===== src/rtl/icache_dm.sv =====
// Direct-mapped, read-only instruction cache.
// The hit path is combinational. A miss refills a whole line from the memory
// port through a REQ -> FILL -> DONE sequence, and the fetch stage is stalled
// meanwhile. A global flush invalidates every line.
module icache_dm #(
    parameter int unsigned NUM_LINES  = 16,
    parameter int unsigned LINE_WORDS = 4
) (
    input  logic        clk,
    input  logic        reset,
    input  logic [31:0] ADR_SI,
    input  logic        ADR_VALID_SI,
    output logic [31:0] IC_INST_SI,
    output logic        IC_STALL_SI,
    input  logic        IC_FLUSH_SI,
    output logic        MEM_REQ_SC,
    output logic [31:0] MEM_ADR_SC,
    input  logic        MEM_ACK_SM,
    input  logic [31:0] MEM_DATA_SM,
    input  logic        MEM_DATA_VALID_SM
);

    localparam int unsigned OFS   = $clog2(LINE_WORDS);
    localparam int unsigned IDX   = $clog2(NUM_LINES);
    localparam int unsigned TAG_W = 30 - OFS - IDX;
    localparam logic [31:0] NOP   = 32'h0000_0013;

    typedef enum logic [1:0] {IDLE, REQ, FILL, DONE} state_t;

    state_t               state_q, state_d;
    logic [NUM_LINES-1:0] valid_q, valid_d;
    logic                 flush_pend_q, flush_pend_d;
    logic [OFS-1:0]       cnt_q, cnt_d;
    logic [31:0]          fill_adr_q, fill_adr_d;

    logic [31:0]          data_q [NUM_LINES*LINE_WORDS];
    logic [TAG_W-1:0]     tag_q  [NUM_LINES];

    logic [OFS-1:0]       a_ofs;
    logic [IDX-1:0]       a_idx;
    logic [TAG_W-1:0]     a_tag;
    logic [IDX-1:0]       fill_idx;
    logic [TAG_W-1:0]     fill_tag;
    logic                 hit;
    logic                 flush_any;
    logic                 data_we;
    logic                 tag_we;
    logic                 unused_ok;

    assign a_ofs     = ADR_SI[OFS+1:2];
    assign a_idx     = ADR_SI[OFS+IDX+1:OFS+2];
    assign a_tag     = ADR_SI[31:OFS+IDX+2];
    assign fill_idx  = fill_adr_q[OFS+IDX+1:OFS+2];
    assign fill_tag  = fill_adr_q[31:OFS+IDX+2];
    assign unused_ok = ^ADR_SI[1:0];

    assign hit         = ADR_VALID_SI & valid_q[a_idx] & (tag_q[a_idx] == a_tag) & (state_q == IDLE);
    assign IC_INST_SI  = hit ? data_q[{a_idx, a_ofs}] : NOP;
    assign IC_STALL_SI = ADR_VALID_SI & ~hit;
    assign flush_any   = flush_pend_q | IC_FLUSH_SI;

    // Next-state, refill bookkeeping and memory-port outputs.
    always_comb begin
        state_d      = state_q;
        valid_d      = valid_q;
        flush_pend_d = flush_pend_q;
        cnt_d        = cnt_q;
        fill_adr_d   = fill_adr_q;
        data_we      = 1'b0;
        tag_we       = 1'b0;
        MEM_REQ_SC   = 1'b0;
        MEM_ADR_SC   = '0;
        case (state_q)
            IDLE: begin
                if (IC_FLUSH_SI) begin
                    valid_d = '0;
                end else if (ADR_VALID_SI && !hit) begin
                    fill_adr_d = {ADR_SI[31:OFS+2], {(OFS+2){1'b0}}};
                    state_d    = REQ;
                end
            end
            REQ: begin
                MEM_REQ_SC = 1'b1;
                MEM_ADR_SC = fill_adr_q;
                if (IC_FLUSH_SI) flush_pend_d = 1'b1;
                if (MEM_ACK_SM) begin
                    cnt_d   = '0;
                    state_d = FILL;
                end
            end
            FILL: begin
                if (IC_FLUSH_SI) flush_pend_d = 1'b1;
                if (MEM_DATA_VALID_SM) begin
                    data_we = 1'b1;
                    cnt_d   = cnt_q + OFS'(1);
                    if (cnt_q == OFS'(LINE_WORDS - 1)) begin
                        tag_we = 1'b1;
                        // A flush seen at any point of the refill, including
                        // this final beat, keeps the new line invalid.
                        if (!flush_any) valid_d[fill_idx] = 1'b1;
                        state_d = DONE;
                    end
                end
            end
            DONE: begin
                // Deferred flush lands on the way back to IDLE.
                if (flush_any) begin
                    valid_d      = '0;
                    flush_pend_d = 1'b0;
                end
                state_d = IDLE;
            end
            default: state_d = IDLE;
        endcase
    end

    // Control registers with synchronous reset.
    always_ff @(posedge clk) begin
        if (reset) begin
            state_q      <= IDLE;
            valid_q      <= '0;
            flush_pend_q <= 1'b0;
            cnt_q        <= '0;
            fill_adr_q   <= '0;
        end else begin
            state_q      <= state_d;
            valid_q      <= valid_d;
            flush_pend_q <= flush_pend_d;
            cnt_q        <= cnt_d;
            fill_adr_q   <= fill_adr_d;
        end
    end

    // Data and tag storage; contents are meaningless until the valid bit is set.
    always_ff @(posedge clk) begin
        if (data_we) data_q[{fill_idx, cnt_q}] <= MEM_DATA_SM;
        if (tag_we)  tag_q[fill_idx]          <= fill_tag;
    end

endmodule


===== config.mk =====
export PLATFORM = sky130hd
export DESIGN_NAME = icache_dm
export DESIGN_NICKNAME = d
export VERILOG_FILES = /design/src/rtl/icache_dm.sv
export SDC_FILE = /design/constraint.sdc
export NUM_CORES = 2
export LEC_CHECK = 0
export CORE_ASPECT_RATIO = 1.5
export CORE_MARGIN = 3
export CORE_UTILIZATION = 57
export DETAILED_ROUTE_END_ITERATION = 8
export GPL_ROUTABILITY_DRIVEN = 0
export HOLD_SLACK_MARGIN = 0.08
export PLACE_DENSITY = 0.81
export SLEW_MARGIN = 20
export SYNTH_ARGS = -nofsm -noshare
export SYNTH_HDL_FRONTEND = slang
export SYNTH_SLANG_ARGS = --single-unit

===== constraint.sdc =====
create_clock -name clk -period 10.57 [get_ports clk]
set_input_delay 2.114 -clock clk [delete_from_list [all_inputs] [get_ports clk]]
set_output_delay 2.114 -clock clk [all_outputs]
set_load 0.05 [all_outputs]

# [Word-level counts from Yosys, hierarchy flattened]
# Memory sizes are Yosys's and may differ from the RTL's.
# Cells that the tools add are included.
[classes] add_sub_neg=1 order_cmp=3 eq_ne=14 mux=34 n_bitwise=8 reduce_logical=13
[ops] cell="$mux W16" n=5
[ops] cell="$mux W32" n=2
[ops] cell="$pmux W16 S3" n=1
[ops] cell="$eq A24 B24 Y1" n=1
[ops] cell="$or A16 B16 Y16" n=1
[ops] cell="$mux W1" n=14
[ops] cell="$mux W2" n=7
[ops] cell="$ne A2 B2 Y1 const B" n=7
[ops] cell="$lt A4 B5 Y1 const B" n=2
[ops] cell="$reduce_and A3 Y1" n=3
[ops] cell="$pmux W2 S4" n=1
[ops] cell="$eq A2 B2 Y1 const B" n=3
[ops] cell="$reduce_and A6 Y1" n=1
[ops] cell="$reduce_and A5 Y1" n=1
[ops] cell="$and A1 B1 Y1" n=4
[ops] cell="$bmux W1 S4" n=1
[ops] cell="$demux W1 S4" n=1
[ops] cell="$ge A4 B1 Y1 const B" n=1
[ops] cell="$ne A2 B1 Y1 const B" n=2
[ops] cell="$pmux W2 S2" n=1
[ops] cell="$reduce_bool A2 Y1" n=2
[ops] cell="$reduce_bool A3 Y1" n=1
[ops] cell="$add A2 B1 Y2 const B" n=1
[ops] cell="$eq A2 B1 Y1 const B" n=1
[ops] cell="7 further kinds" n=9
[word_totals] reg_bits=49 ram_bits=2432 input_bits=70 output_inout_bits=66 word_cells=80 n_memories=2
[mem_list] memory="data_q" depth=64 width=32 rd=1 rd_ports_with_merged_regs=0 write_ports=1 line="36" source="logic [31:0] data_q [NUM_LINES*LINE_WORDS];"
[mem_list] memory="tag_q" depth=16 width=24 rd=1 rd_ports_with_merged_regs=0 write_ports=1 line="37" source="logic [TAG_W-1:0] tag_q [NUM_LINES];"

# [Depth between registers and ports, before layout]
[logic_depth] word_depth=10 ltp_mapped=15 ltp_nobuf=10

# [Worst setup path before layout]
# Ideal clock, no wire load.
[synth_timing] path_type="input port to output port" from="input port ADR_SI[4]" to="output port IC_INST_SI[10]" arrival_time_ps=5647 t_required_ps=8456 path_slack_ps=2809 cell_stages=12 n_path_buf=5 cell_sequence="buf_6 -> buf_12 -> buf_6 -> buf_4 -> mux4_2 -> a31oi_1 -> o211a_1 -> nor4bb_1 -> nor4b_1 -> nand3_1 -> clkbuf_1 -> a311oi_1"
[synth_between] elab_chain_cells=6 word_cells_on_any_way=9 cone_classes="eq/ne: 1; mux: 3; bitwise: 3; memory: 2"
[synth_rtl] item="start, declared" line="11" source="input logic [31:0] ADR_SI,"
[synth_rtl] item="branches (longest 5 deep; another with $mem_v2 Z16 W24)"
[synth_rtl] item="$mux W32 (*)" line="58" source="assign IC_INST_SI = hit ? data_q[{a_idx, a_ofs}] : NOP;"
[synth_rtl] item="end, declared" line="13" source="output logic [31:0] IC_INST_SI,"
# Every way passes the cells marked *. The select of a mux whose other input is x is not followed.

# [Worst setup path after layout]
[layout_timing] from="input port ADR_SI[5]" to="output port IC_INST_SI[26]"
# The elaborated chain is that of the path after synthesis.

==> results.tsv <==
metric	value	unit
status	finished clean	
ant_nets	0	
crit_required	8.46	ns
fin_skew	0.0650	ns
clock-sinks	2481	
setup_violations	0	
ys_ff_latch	2481	
end_kind	output pin	
grt_pass1_wl	377000	µm
leakage	33.0	nW
p_total	19.9	mW
io_pins	136	
dp_hpwl	132000	µm
syn_area_per_cell	23.7	µm²
path_max_fanout	45	
grt_max_degree	122	
timing.hold.ws	0.481	ns
drive_gt1_share	29.9	%
die_h	507	µm
grt.overflow.total	0	
path_clk_slew	0.06	ns
synthDistinctLibCells	60	
slew_violations	0	
netlist_instances	4019	
coreArea	166000	µm²
cts_tree	yes	
cap_viol_max_count	0	
holdBufCountCts	0	
drc	0	
finalSetupTns	0	ns
clockBufferDepth	3	
synthSimpleGateAreaFrac	1.74	%
fmax	106	MHz
cts_setup_buffers	0	
die_area	172000	µm²
drt_iter0_markers	7363	
wl_per_cell	39.9	µm
final_nets	4342	
critPathKind	in2out	
rsz0062_at_grt	false	
worst_pin_slew	1.16	ns
synth.area.mux_share	18.5	%
hold_violations	0	
ys.flop_type	edfxtp_1	
seqCellArea	74000	µm²
vias	47381	
yosysSeqAreaShare	77.6	%
vdd_drop_max	0.160	mV
worstPathArrival	7.35	ns
synth_area_leaders	edfxtp_1 77%, mux4_2 18%, dfxtp_1 1.0%, mux2i_1 0.79%, nor2_1 0.55%	
clock_latency	0.86	ns
io_buffers	129	
yosysWarnings	0	
synthAdderAreaFrac	0.0787	%
synth_top_area_share	76.5	%
placed_cells	6272	
start_util	57.5	%
cts-resized-gates	0	
die_width	340	µm
slew-limit-headroom	22.7	%
synth_top_family_by_area	multiplexers	
routed_via_density	7.10	
areaGrowthSynthToFinish	12.1	%
stdcell_area	107000	µm²
min_path_type	reg2reg	
synth_compound_area_share	0.758	%
yosys.area.top_type	edfxtp_1	
cts_root_buf	clkbuf_16	
powerDensity	186	nW/µm²
antenna_found_initial	14	
grtUsageTotal	31.4	%
wl	266000	µm
multiInputGateArea	21000	µm²
final_util	64.4	%
fillCellCount	9825	
dpl-instance-area	99900	µm²
htree_num_levels	4	
worst_slack	1.11	ns
fp-row-count	183	
fin_crit_sh	89.5	%
post-place-ws	1.15	ns
synth-edff-count	2432	
final_cells	6671	
synth-xor-area-share	0.248	%
period_minus_slack	9.46	ns
synth_area	95400	µm²
cp-start-kind	input port	
cts_made_buffers	211	
grt_pass1_vias	49228	
synthArstFlopShare	0	%
first_pass_iters	5	
[flip-flops by register name (all words and copies together) (netlist names)]
name          flops
cnt_q             2
data_q         2048
fill_adr_q       28
flush_pend_q      1
state_q           2
tag_q           384
valid_q          16
[routing by layer]
layer | up-vias | global-route usage (%) | wire, µm
met5 | - | 0 | 27
met4 | 4 | 19.7 | 19400
met3 | 1068 | 8.42 | 33600
met2 | 4262 | 50.7 | 132000
met1 | 24416 | 38.1 | 81300
li1 | 17631 | - | -
[final cells by class]
cell class                      instances  area share, %
Multi-Input combinational cell       1311           19.6
Antenna cell                           10         0.0234
Sequential cell                      2481           69.2
Inverter                               10         0.0398
Timing Repair Buffer                  251           2.06
Clock inverter                        124           1.26
Clock buffer                          264           5.21
Tap cell                             2220           2.60
[worst max-delay path, cell delays in order]
cell and delay (ns):
buf_4 0.59, mux4_2 0.59, mux2i_1 0.24, xnor2_1 0.10
a2111oi_0 0.56, a21oi_1 0.36, nor3_1 0.27, nand3_2 0.64
buf_4 0.44, nor2b_1 0.43, clkdlybuf4s50_1 0.91
[Yosys cell counts, drive strengths merged (2+ instances only)]
library cell / instances
edfxtp: 2432
mux4: 751
nor2: 139
clkbuf: 119
buf: 101
mux2i: 75
nand2: 64
dfxtp: 49
nor2b: 37
and2: 33
a21oi: 26
xnor2: 22
a211oi: 18
nand3: 15
inv: 10
o21ai: 10
or2: 9
a311oi: 8
a31oi: 7
and3: 7
nand4: 7
nor4: 7
a221oi: 6
ha: 6
o22ai: 6
or3: 5
xor2: 5
a22oi: 4
nand2b: 4
o211ai: 4
nand3b: 3
nor3: 3
a21o: 2
mux2: 2
nor3b: 2
o21a: 2
o311a: 2
[placed cells by master, fill, tap and decap left out, drive strengths merged, types with 15 or more instances in the layout]
cell | synthesis | layout
bufinv | 0 | 19
clkdlybuf4s50 | 0 | 84
nand3 | 15 | 15
a21oi | 26 | 26
nand2 | 64 | 64
mux4 | 751 | 751
dfxtp | 49 | 49
mux2i | 75 | 75
nor2b | 37 | 37
and2 | 33 | 33
inv | 10 | 21
xnor2 | 22 | 22
a211oi | 18 | 18
buf | 101 | 167
edfxtp | 2432 | 2432
nor2 | 139 | 139
clkinv | 0 | 85
clkbuf | 119 | 264
[kinds of logic after synthesis]
family / Yosys count
flip-flops: 2481
buffers and inverters: 230
other: 1
AO/OA/AOI/OAI: 105
adder cells (fa/ha/maj): 6
multiplexers: 828
XOR/XNOR: 27
AND/OR/NAND/NOR: 341
[report_power, final]
group	switching (mW)	leakage [nW]	total, mW	internal (mW)
Clock	3.62	3.36	7.86	4.24
Sequential	0.0714	22.3	10.9	10.9
Combinational	0.693	7.25	1.13	0.438
Total	4.39	33.0	19.9	15.5
[path summary, 6_finish.rpt]
path	slack, ns	start	cells after the start	to
worst max-delay path	1.11	ADR_SI[5]	11	IC_INST_SI[26]
worst min-delay path	0.48	valid_q[3]	2	valid_q[3]
worst max register to register	6.48	state_q[0]	6	data_q[39][30]
worst min register to register	0.48	valid_q[3]	2	valid_q[3]
No activity file was read; power rests on OpenSTA's default activity.
